$ cat src/rtl/demux_reg_bank.sv
// demux_reg_bank
//   32-entry x WIDTH register bank with a single decoded write port and a
//   hardware clear sweep. Every entry is presented in parallel on R0..R31
//   so the read-side 32x1 mux can select from them.
//
//   Ports:
//     CLK   in   clock, rising edge
//     RST   in   asynchronous active-low reset
//     WE    in   write request
//     ADDR  in   write address [4:0]
//     D     in   write data [WIDTH-1:0]
//     CLR   in   start clear sweep (wins over a coincident WE)
//     ACK   out  registered one-cycle pulse per accepted write
//     BUSY  out  clear sweep in progress (exactly 32 cycles)
//     R0..R31 out registered entry contents

// Single storage entry: clear has priority over load.
module demux_reg_entry #(
    parameter int WIDTH = 32
) (
    input  logic             CLK,
    input  logic             RST,
    input  logic             ld,
    input  logic             clr,
    input  logic [WIDTH-1:0] d,
    output logic [WIDTH-1:0] q
);
    always_ff @(posedge CLK or negedge RST) begin
        if (!RST)     q <= '0;
        else if (clr) q <= '0;
        else if (ld)  q <= d;
    end
endmodule

module demux_reg_bank #(
    parameter int WIDTH   = 32,
    parameter bit ZERO_R0 = 1'b1
) (
    input  logic             CLK,
    input  logic             RST,
    input  logic             WE,
    input  logic [4:0]       ADDR,
    input  logic [WIDTH-1:0] D,
    input  logic             CLR,
    output logic             ACK,
    output logic             BUSY,
    output logic [WIDTH-1:0] R0,  R1,  R2,  R3,  R4,  R5,  R6,  R7,
    output logic [WIDTH-1:0] R8,  R9,  R10, R11, R12, R13, R14, R15,
    output logic [WIDTH-1:0] R16, R17, R18, R19, R20, R21, R22, R23,
    output logic [WIDTH-1:0] R24, R25, R26, R27, R28, R29, R30, R31
);
    localparam int NUM_ENT = 32;

    typedef enum logic {IDLE, SWEEP} state_t;

    state_t     state;
    logic [4:0] cnt;

    logic [NUM_ENT-1:0][WIDTH-1:0] rq;

    // Write is accepted only in IDLE and only when no clear is requested.
    logic wr_en;
    logic sweep;
    assign wr_en = (state == IDLE) && WE && !CLR;
    assign sweep = (state == SWEEP);

    always_ff @(posedge CLK or negedge RST) begin
        if (!RST) begin
            state <= IDLE;
            cnt   <= '0;
            ACK   <= 1'b0;
            BUSY  <= 1'b0;
        end else begin
            case (state)
                IDLE: begin
                    ACK <= wr_en;
                    if (CLR) begin
                        state <= SWEEP;
                        BUSY  <= 1'b1;
                        cnt   <= '0;
                    end
                end
                SWEEP: begin
                    ACK <= 1'b0;
                    cnt <= cnt + 5'd1;   // wraps to 0 after entry 31
                    if (cnt == 5'd31) begin
                        state <= IDLE;
                        BUSY  <= 1'b0;
                    end
                end
                default: begin
                    state <= IDLE;
                    ACK   <= 1'b0;
                    BUSY  <= 1'b0;
                end
            endcase
        end
    end

    // One-hot decode per entry: load from ADDR, clear from the sweep counter.
    for (genvar i = 0; i < NUM_ENT; i++) begin : g_ent
        if (ZERO_R0 && i == 0) begin : g_zero
            assign rq[i] = '0;
        end else begin : g_reg
            logic ld, clr;
            assign ld  = wr_en && (ADDR == 5'(i));
            assign clr = sweep && (cnt == 5'(i));
            demux_reg_entry #(.WIDTH(WIDTH)) u_ent (
                .CLK (CLK),
                .RST (RST),
                .ld  (ld),
                .clr (clr),
                .d   (D),
                .q   (rq[i])
            );
        end
    end

    assign R0  = rq[0];  assign R1  = rq[1];  assign R2  = rq[2];  assign R3  = rq[3];
    assign R4  = rq[4];  assign R5  = rq[5];  assign R6  = rq[6];  assign R7  = rq[7];
    assign R8  = rq[8];  assign R9  = rq[9];  assign R10 = rq[10]; assign R11 = rq[11];
    assign R12 = rq[12]; assign R13 = rq[13]; assign R14 = rq[14]; assign R15 = rq[15];
    assign R16 = rq[16]; assign R17 = rq[17]; assign R18 = rq[18]; assign R19 = rq[19];
    assign R20 = rq[20]; assign R21 = rq[21]; assign R22 = rq[22]; assign R23 = rq[23];
    assign R24 = rq[24]; assign R25 = rq[25]; assign R26 = rq[26]; assign R27 = rq[27];
    assign R28 = rq[28]; assign R29 = rq[29]; assign R30 = rq[30]; assign R31 = rq[31];
endmodule

$ cat config.mk
export PLATFORM = sky130hd
export DESIGN_NAME = demux_reg_bank
export DESIGN_NICKNAME = d
export VERILOG_FILES = /design/src/rtl/demux_reg_bank.sv
export SDC_FILE = /design/constraint.sdc
export NUM_CORES = 1
export LEC_CHECK = 0
export CORE_AREA = 2 2 411 413
export CTS_CLUSTER_DIAMETER = 150
export DETAILED_ROUTE_END_ITERATION = 12
export DIE_AREA = 0 0 413 415
export GPL_ROUTABILITY_DRIVEN = 0
export PLACE_DENSITY_LB_ADDON = 0.1
export SYNTH_ARGS = -nofsm -noshare
export SYNTH_HDL_FRONTEND = slang
export SYNTH_SLANG_ARGS = --single-unit
$ cat constraint.sdc
create_clock -name CLK -period 2.2 [get_ports CLK]
set_input_delay 0.33 -clock CLK [delete_from_list [all_inputs] [get_ports CLK]]
set_output_delay 0.33 -clock CLK [all_outputs]
set_load 0.01 [all_outputs]
# == Word level (Yosys, flattened, before mapping) ==
# Index checks and enable logic that the tools add are counted.
# totals
elab_cells,269
inputBits,41
register_bits,1000
out_inout_bits,1026
# op_classes
bitwise,1
n_reduce_logical,97
n_addsub,1
muxes,71
n_eq_ne,64
# op_table
operator,count
32-bit 2-to-1 mux,62
5-bit == test (second input constant),32
5-bit by 4-bit == test with 1-bit output (second input constant),16
1-bit logical AND,64
2-bit nonzero test,31
5-bit by 3-bit == test with 1-bit output (second input constant),8
5-bit by 2-bit == test with 1-bit output (second input constant),4
5-bit by 1-bit == test with 1-bit output (second input constant),2
5-bit one-hot mux with 2 select lines,1
1-bit one-hot mux with 2 select lines,3
5-bit by 1-bit adder with 5-bit output (second input constant),1
5-bit 2-to-1 mux,1
1-bit 2-to-1 mux,4
2-bit by 1-bit != test with 1-bit output (second input constant),1
2-bit != test (second input constant),1
2-bit AND reduction,1
1-bit zero test,1
1-bit NOT,1

# == Logic depth before layout (Yosys ltp) ==
# Gate-level depths: netlist (run 1).
# logic_depth
ltp_word,6
mapped_depth,7
mapped_depth_nobuf,6

# == Modules after synthesis ==
# From an unflattened synthesis (run 1), not the netlist that was laid out.
# hier_totals
cells_unflattened,3369
hier_area_um2,42178.0
# modules_own_cells
module,area_each_um2,seq_area_each_um2,instances,cells_per_inst
demux_reg_entry,1323.8,800.8,31,103
demux_reg_bank,1141.1,200.2,1,176

# == Least setup slack after synthesis (run 1) ==
# Ideal clock, no wire load.
# synth_timing
path_kind,register to register
from,register state
to,register g_ent[5].g_reg.u_ent.q[10]
t_required_ns,2.134
path_buffers,2
path_stages_with_launch,6
t_arrival_ns,1.725
path_slack_ns,0.409
setup_ns,0.066
cell_sequence,dfrtp_1 -> or4b_4 -> buf_6 -> nor3_4 -> buf_6 -> a22o_1
# synth_between
elab_chain_len,5
elab_cells_between_ends,7
classes_between,mux (1); bitwise (1); reduce/logical (5)
# synth_lines
element,line,rtl
from (decl),56,state_t state;
from (signal assigned),69,state <= IDLE;
from (signal assigned),78,state <= SWEEP;
from (signal assigned),87,state <= IDLE;
1-bit NOT,n/a,
1-bit logical AND (2 in a row),64,assign wr_en = (state == IDLE) && WE && !CLR;
1-bit logical AND,106,assign ld = wr_en && (ADDR == 5'(i));
2-bit nonzero test (no source line),n/a,
to (signal assigned),29,if (!RST) q <= '0;
to (signal assigned),30,else if (clr) q <= '0;
to (signal assigned),31,else if (ld) q <= d;
to (decl),26,output logic [WIDTH-1:0] q
# Parallel ways exist; a longest one is shown, timed or not.
# A chain may end at the register's enable or synchronous reset.

# == Final worst setup path (run 1) ==
# layout_timing
from,register g_ent[6].g_reg.u_ent.q[27]
to,output port R6[27]
# layout_rtl
element,line,rtl
from (decl),26,
from (signal assigned),29,
from (signal assigned),30,
from (signal assigned),31,
to (decl),47,"output logic [WIDTH-1:0] R0, R1, R2, R3, R4, R5, R6, R7,"
# No word-level cell between the ends.

==> results.txt, run 1 <==
post-CTS setup buffer count -> 0
worst setup path class -> reg2out
final-stage net count -> 3699
first-pass GRT wire length -> 269000 um
Sink Count -> 1000
combinational share of power -> 0.179
DRT Pass-1 Iters -> 7
CTS buffer count -> 116
crit path DAT -> 1.79 ns
slowest stage delay, CP -> 0.66 ns
Residual DRC -> 0
synthesis-stage register bit count -> 1000
commonest non-fill, non-tap cells in the layout -> dfrtp_1 (1000), clkdlybuf4s50_1 (990), a22o_1 (928)
clk_skew -> 0.0237 ns
clock buffer depth -> 3
Worst-path clk slew -> 0.06 ns
Clock Latency Late Sink -> 0.73 ns
worst hold path class -> in2reg
Worst Tran Pin Value -> 0.697 ns
reg2reg start -> cnt[4]
number of global-route vias before repair -> 29000
Cell Area, Synth -> 37000 um2
Tot Pwr -> 49000 uW
most common cell after layout, fill and taps aside -> dfrtp_1
Worst setup EP type -> output port
All-Layer GR Usage -> 0.226
max_cap viols -> 0
Pint -> 34800 uW
starting density of the core -> 0.222
multiplexer share of the synthesized area -> 0.000576
post-synthesis sequential area ratio -> 0.677
die height -> 415 um
FILL cells -> 16500
Rel. slew slack -> 0.535
# setup viols final -> 0
I/O Pins -> 1067
pwr/cell area -> 878 nW/um2
R2R setup slack -> 0.14 ns
top cell type by total area after synthesis -> dfrtp_1
XOR/XNOR share of the synthesized area -> 0.000474
DIE AREA -> 171000 um2
detailed-route wire length per cell -> 33.5 um
Avg Cell Area, Syn -> 14.3 um2
drt initial violations -> 2438
Most used DFF post-synth -> dfrtp_1
Routed WL -> 199000 um
Synth-to-Final Area Change -> 51.1%
Flop pwr share -> 0.416
fin crit share -> 0.962
Sw Share -> 0.291
die width -> 413 um
Via-to-Cell Ratio -> 4.80
Detail Placement HPWL -> 138000 um
via count -> 28500
antenna-violating nets left -> 0
gr ovfl total -> 0
dominant cells by area after synthesis -> dfrtp_1 (68%), a22o_1 (22%), clkbuf_1 (1.9%)
Peak VDD IR -> 0.000735 V
post-route minimum period -> 2.12 ns
crit path to -> R6[27]
origin of the worst setup path -> g_ent[6].g_reg.u_ent.q[27]
outcome -> finished clean
IO buf count -> 1034
pin count of the biggest net entering global routing -> 97
Max Slew Vio Count -> 0
FFs w/ async S/R, synth -> 1.00
Synth warnings -> 0
share of the synthesized area in the top cell type -> 0.677
synthesized netlist cell count -> 2584
CTS tree -> done
Rows -> 150
number of flops mapped to enable cells by yosys -> 0
Hold Slack -> 0.0931 ns
r2r worst-path depth -> 4
Psw -> 14300 uW
clock group share of total power -> 0.405
CP Max Fanout -> 2
adder-cell share of the synthesized area -> 0.00237
unrepaired setup endpoints after global routing -> false
Buf/Inv on CP -> 1
reg-to-reg endpoint -> g_ent[6].g_reg.u_ent.q[26]
combinational family with the most area after synthesis -> compound AO/OA/AOI/OAI gates
CTS Root Cell -> clkbuf_16
startpoint types -> flip-flop
slowest CP cell -> clkdlybuf4s50_1
Worst EP required -> 1.87 ns
Fin. Hold Viols -> 0
core box area -> 167000 um2
H-Tree Depth -> 3
CP Depth -> 1
crit path cell chain -> clkdlybuf4s50_1
post-synthesis simple-gate area fraction -> 0.0333
Distinct cells, synth -> 45
delay-heaviest family, CP -> buffers and inverters
layout cells sized above 1 -> 0.148
fmax -> 473 MHz
initial antenna violation count -> 17
Synth Area in Compound Gates -> 0.239
Leakage Power -> 0.0253 uW
==> metrics by stage <==
| stage | setup TNS [ns] | instance area, um2 | std cells | setup WS, ns | utilization |
|---|---|---|---|---|---|
| 6_report | 0 | 55900 | 5952 | 0.0840 | 0.335 |
| 4_1_cts | 0 | 55800 | 5943 | 0.000306 | 0.335 |
| 2_1_floorplan | 0 | 37100 | 2615 | 0.409 | - |
| 3_5_place_dp | -188.51 | 51900 | 5734 | -0.380 | 0.311 |
| 5_1_grt | 0 | 55800 | 5943 | 0.00611 | 0.335 |
| 3_3_place_gp | -205.94 | 51900 | 5734 | -0.371 | 0.311 |
==> synthesized netlist by cell type (6+ instances only) <==
master,count
nor3_4,9
clkbuf_1,186
o21ai_0,33
a22oi_1,29
nand2b_1,6
buf_2,119
nand2_1,39
nand3_1,33
and2_1,6
dfrtp_1,1000
buf_4,38
and3_1,34
nor3_2,9
a31o_2,32
a22o_1,928
buf_6,13
nor3_1,6
ha_1,7
==> cells by family (layout without fill, tap and decap cells) <==
group,after synthesis,after routing
AOI/OAI and AO/OA,1026,1026
DFF,1000,1000
buffers and inverters,363,1487
and+or+nand+nor,183,183
adders and majority gates,7,7
xor gates and xnor gates,2,2
muxes,2,2
other,1,41
==> per-layer routing <==
layer	up-vias	GRT usage	wire length, um	part of all wire
li1	11900	-	-	-
met1	15400	0.304	87500	0.44
met2	1053	0.359	93000	0.47
met3	215	0.0567	13300	0.067
met4	4	0.0630	5380	0.027
met5	-	0	33	0.00017
==> cell type report <==
cell class,instances,area (um2),share of cell area
Timing Repair Buffer,1276,13600,0.243
Clock buffer,178,3510,0.0628
Antenna cell,9,22.5,0.000403
Sequential cell,1000,25000,0.448
Inverter,5,18.8,0.000336
Tap cell,2204,2760,0.0494
Multi-Input combinational cell,1252,10600,0.189
Clock inverter,28,392,0.00701
==> power by group through the flow <==
| stage | clock, uW | sequential, uW | combinational, uW |
|---|---|---|---|
| after global placement | 0 | 20700 | 8960 |
| after floorplan | 0 | 21000 | 2560 |
| after global routing | 21200 | 20500 | 9320 |
| after detailed placement | 0 | 20700 | 8950 |
| final | 19900 | 20400 | 8780 |
| after CTS | 20400 | 20400 | 8970 |
==> flip-flops by register name, summed over array words and instances, names as in the netlist <==
register,cells
g_ent.g_reg.u_ent.q,992
cnt,5
ACK,1
BUSY,1
state,1
==> worst min-delay path by stage <==
stage	startpoint	endpoint	slack [ns]	depth (start not counted)
6_report	D[27]	g_ent[18].g_reg.u_ent.q[27]	0.09	2
2_1_floorplan	RST	ACK	0.03	0
3_3_place_gp	RST	g_ent[26].g_reg.u_ent.q[26]	0.25	1
3_5_place_dp	RST	g_ent[26].g_reg.u_ent.q[26]	0.25	1
4_1_cts	D[27]	g_ent[17].g_reg.u_ent.q[27]	0.002	2
5_1_grt	D[27]	g_ent[18].g_reg.u_ent.q[27]	0.04	2
==> timing repair <==
item / 4_1_cts / 5_1_grt
resized for setup: 11 / 1
hold buffers: 3 / 0
hold endpoints to repair: 391 / 0
setup endpoints to repair: 11 / 97
pin swaps: 0 / 1
gates cloned: 0 / 0
Note: power is estimated with default switching activity, not from simulation.
==> run 2: changes to the inputs <==
--- a/config.mk
+++ b/config.mk
@@ -5,10 +5,11 @@
 export SDC_FILE = /design/constraint.sdc
 export NUM_CORES = 1
 export LEC_CHECK = 0
-export CORE_AREA = 2 2 411 413
+export CORE_AREA = 2 2 419 421
+export CTS_BUF_LIST = sky130_fd_sc_hd__clkbuf_2 sky130_fd_sc_hd__clkbuf_4 sky130_fd_sc_hd__clkbuf_8
 export CTS_CLUSTER_DIAMETER = 150
 export DETAILED_ROUTE_END_ITERATION = 12
-export DIE_AREA = 0 0 413 415
+export DIE_AREA = 0 0 421 423
 export GPL_ROUTABILITY_DRIVEN = 0
 export PLACE_DENSITY_LB_ADDON = 0.1
 export SYNTH_ARGS = -nofsm -noshare
==> constraint.sdc (replaced) <==
create_clock -name CLK -period 2.2 [get_ports CLK]
set_input_delay 0.22 -clock CLK [delete_from_list [all_inputs] [get_ports CLK]]
set_output_delay 0.22 -clock CLK [all_outputs]
set_load 0.01 [all_outputs]
==> results.txt, run 2 (synthesis gave the netlist of run 1 again) <==
commonest non-fill, non-tap cells in the layout -> dfrtp_1 (999), a22o_1 (928), dlygate4sd2_1 (815) (was dfrtp_1 (1000), clkdlybuf4s50_1 (990), a22o_1 (928))
met2 wire len -> 101000 um (was 93000 um)
max FFs per register -> 992 (unchanged)
antenna-violating nets left -> 0 (unchanged)
Worst EP required -> 2.99 ns (was 1.87 ns)
slowest CP cell -> dfrtp_1 (was clkdlybuf4s50_1)
startpoint types -> flip-flop (unchanged)
r2r worst-path depth -> 4 (unchanged)
setup ws final -> 0.117 ns (was 0.0840 ns)
detailed-route wire length per cell -> 32.9 um (was 33.5 um)
setup_tns -> 0 ns (unchanged)
worst hold path class -> in2reg (unchanged)
routed metal-1 wire length -> 83000 um (was 87500 um)
outcome -> finished clean (unchanged)
layout cells sized above 1 -> 0.182 (was 0.148)
via count -> 29300 (was 28500)
max_cap viols -> 0 (unchanged)
crit path cell chain -> nor3b_1 -> a22oi_2 -> buf_12 -> a22o_1 (was clkdlybuf4s50_1)
CTS Root Cell -> clkbuf_8 (was clkbuf_16)
starting density of the core -> 0.213 (was 0.222)
CTS tree -> done (unchanged)
H-Tree Depth -> 4 (was 3)
Detail Placement HPWL -> 141000 um (was 138000 um)
Sink Count -> 1000 (unchanged)
# setup viols final -> 0 (unchanged)
Peak VDD IR -> 0.000631 V (was 0.000735 V)
initial antenna violation count -> 17 (unchanged)
unrepaired setup endpoints after global routing -> false (unchanged)
placed insts -> 5853 (was 5734)
Worst setup EP type -> flip-flop (was output port)
Worst-path clk slew -> 0.06 ns (about the same)
gr ovfl total -> 0 (unchanged)
core box area -> 173000 um2 (was 167000 um2)
fin area -> 55300 um2 (was 55900 um2)
Via-to-Cell Ratio -> 4.71 (was 4.80)
placed cell area -> 51900 um2 (about the same)
fin crit share -> 0.947 (was 0.962)
DRT Pass-1 Iters -> 5 (was 7)
Routed WL -> 205000 um (was 199000 um)
post-route minimum period -> 2.08 ns (was 2.12 ns)
pin count of the biggest net entering global routing -> 82 (was 97)
Max Slew Vio Count -> 0 (unchanged)
die width -> 421 um (was 413 um)
die height -> 423 um (was 415 um)
Leakage Power -> 0.0294 uW (was 0.0253 uW)
crit path DAT -> 2.88 ns (was 1.79 ns)
Rel. slew slack -> 0.504 (was 0.535)
I/O Pins -> 1067 (unchanged)
first-pass GRT wire length -> 278000 um (was 269000 um)
drt initial violations -> 1987 (was 2438)
final-stage net count -> 3806 (was 3699)
Clock Latency Late Sink -> 0.92 ns (was 0.73 ns)
slowest stage delay, CP -> 0.64 ns (was 0.66 ns)
CTS buffer count -> 189 (was 116)
Synth-to-Final Area Change -> 49.5% (was 51.1%)
crit path to -> g_ent[6].g_reg.u_ent.q[14] (was R6[27])
worst setup path class -> reg2reg (was reg2out)
DIE AREA -> 178000 um2 (was 171000 um2)
most common cell after layout, fill and taps aside -> dfrtp_1 (unchanged)
R2R setup slack -> 0.12 ns (was 0.14 ns)
origin of the worst setup path -> cnt[2] (was g_ent[6].g_reg.u_ent.q[27])
reg-to-reg endpoint -> g_ent[6].g_reg.u_ent.q[14] (was g_ent[6].g_reg.u_ent.q[26])
Worst Tran Pin Value -> 0.743 ns (was 0.697 ns)
Fin. Hold Viols -> 0 (unchanged)
pwr/cell area -> 871 nW/um2 (was 878 nW/um2)
DR WL met3 -> 12700 um (was 13300 um)
clock buffer depth -> 3 (unchanged)
All-Layer GR Usage -> 0.225 (was 0.226)
post-place setup slack -> -0.611 ns (was -0.380 ns)
Residual DRC -> 0 (unchanged)
biggest regs -> g_ent.g_reg.u_ent.q (992), cnt (5) (unchanged)
fmax -> 480 MHz (was 473 MHz)
reg2reg start -> cnt[2] (was cnt[4])
Rows -> 153 (was 150)
DR top layer -> met4 (was met5)
number of global-route vias before repair -> 30200 (was 29000)
clk_skew -> 0.0268 ns (was 0.0237 ns)
IO buf count -> 1034 (unchanged)
Top reg by flops -> g_ent.g_reg.u_ent.q (unchanged)
Tot Pwr -> 48100 uW (was 49000 uW)
Layout Cells excl Fill -> 6226 (was 5952)
CP Max Fanout -> 31 (was 2)
run 2: cell count changes in the layout (fill, tap and decap cells not counted), moves of 11 or more:
cell             change
buf_12              -11
buf_4               +13
clkbuf_1            -28
clkbuf_16          -119
clkbuf_4            +66
clkbuf_8           +202
clkdlybuf4s50_1    -805
dlygate4sd2_1      +804
dlygate4sd3_1       +32
run 2: metal layers:
layer | vias to the layer above | global-route usage
met2 | 1115 | 0.379
met1 | 15700 | 0.275
met4 | 0 | 0.0877
met3 | 305 | 0.0555
li1 | 12200 | -
met5 | - | 0
run 2: worst min path at each step:
| stage | startpoint | endpoint | slack, ns | cells past startpoint |
|---|---|---|---|---|
| floorplan | RST | ACK | -0.08 | 0 |
| global placement | RST | g_ent[16].g_reg.u_ent.q[23] | 0.19 | 1 |
| detailed placement | RST | g_ent[16].g_reg.u_ent.q[21] | 0.19 | 1 |
| CTS | D[30] | g_ent[14].g_reg.u_ent.q[30] | 0.06 | 3 |
| global route | D[30] | g_ent[14].g_reg.u_ent.q[30] | 0.14 | 3 |
| finish | D[30] | g_ent[14].g_reg.u_ent.q[30] | 0.21 | 3 |
run 2: power by group:
group          switching (uW)  total, uW  internal [uW]
Sequential                779      20300          19600
Combinational            5310       8290           2980
Clock                    8540      19500          11000
run 2: critical path, delay by kind of cell (launching register included):
family                 cells  cell delay [ns]
flip-flops                 1             0.64
AND/OR/NAND/NOR            1             0.56
buffers and inverters      1             0.25
AO/OA/AOI/OAI              2             0.44
run 2: layout make-up:
class | instances | area, um2
Antenna cell | 7 | 17.5
Clock buffer | 299 | 3700
Clock inverter | 28 | 264
Fill cell | 17600 | 118000
Inverter | 5 | 18.8
Multi-Input combinational cell | 1252 | 10600
Sequential cell | 1000 | 25000
Tap cell | 2325 | 2910
Timing Repair Buffer | 1310 | 12800
run 2: through the flow:
step | utilization | hold slack, ns
final | 0.319 | 0.209
after global routing | 0.319 | 0.143
after CTS | 0.319 | 0.0606
after detailed placement | 0.300 | 0.185
after global placement | 0.300 | 0.187
after floorplan | - | -0.0756
run 2: what timing repair did:
action                                 in CTS  in global routing
buffers inserted                            4                  0
gates resized for setup                   819                  2
endpoints found under the hold margin    1871                  0
pin swaps                                   1                  1
hold buffers                               35                  0
setup endpoints to repair                 853                 85
==> run 3: changes to the inputs <==
--- a/config.mk
+++ b/config.mk
@@ -5,6 +5,7 @@
 export SDC_FILE = /design/constraint.sdc
 export NUM_CORES = 1
 export LEC_CHECK = 0
+export CAP_MARGIN = 0
 export CORE_AREA = 2 2 419 421
 export CTS_BUF_LIST = sky130_fd_sc_hd__clkbuf_2 sky130_fd_sc_hd__clkbuf_4 sky130_fd_sc_hd__clkbuf_8
 export CTS_CLUSTER_DIAMETER = 150
==> results of run 3 <==
Final layout, timing and power as in run 2 (identical DEF).
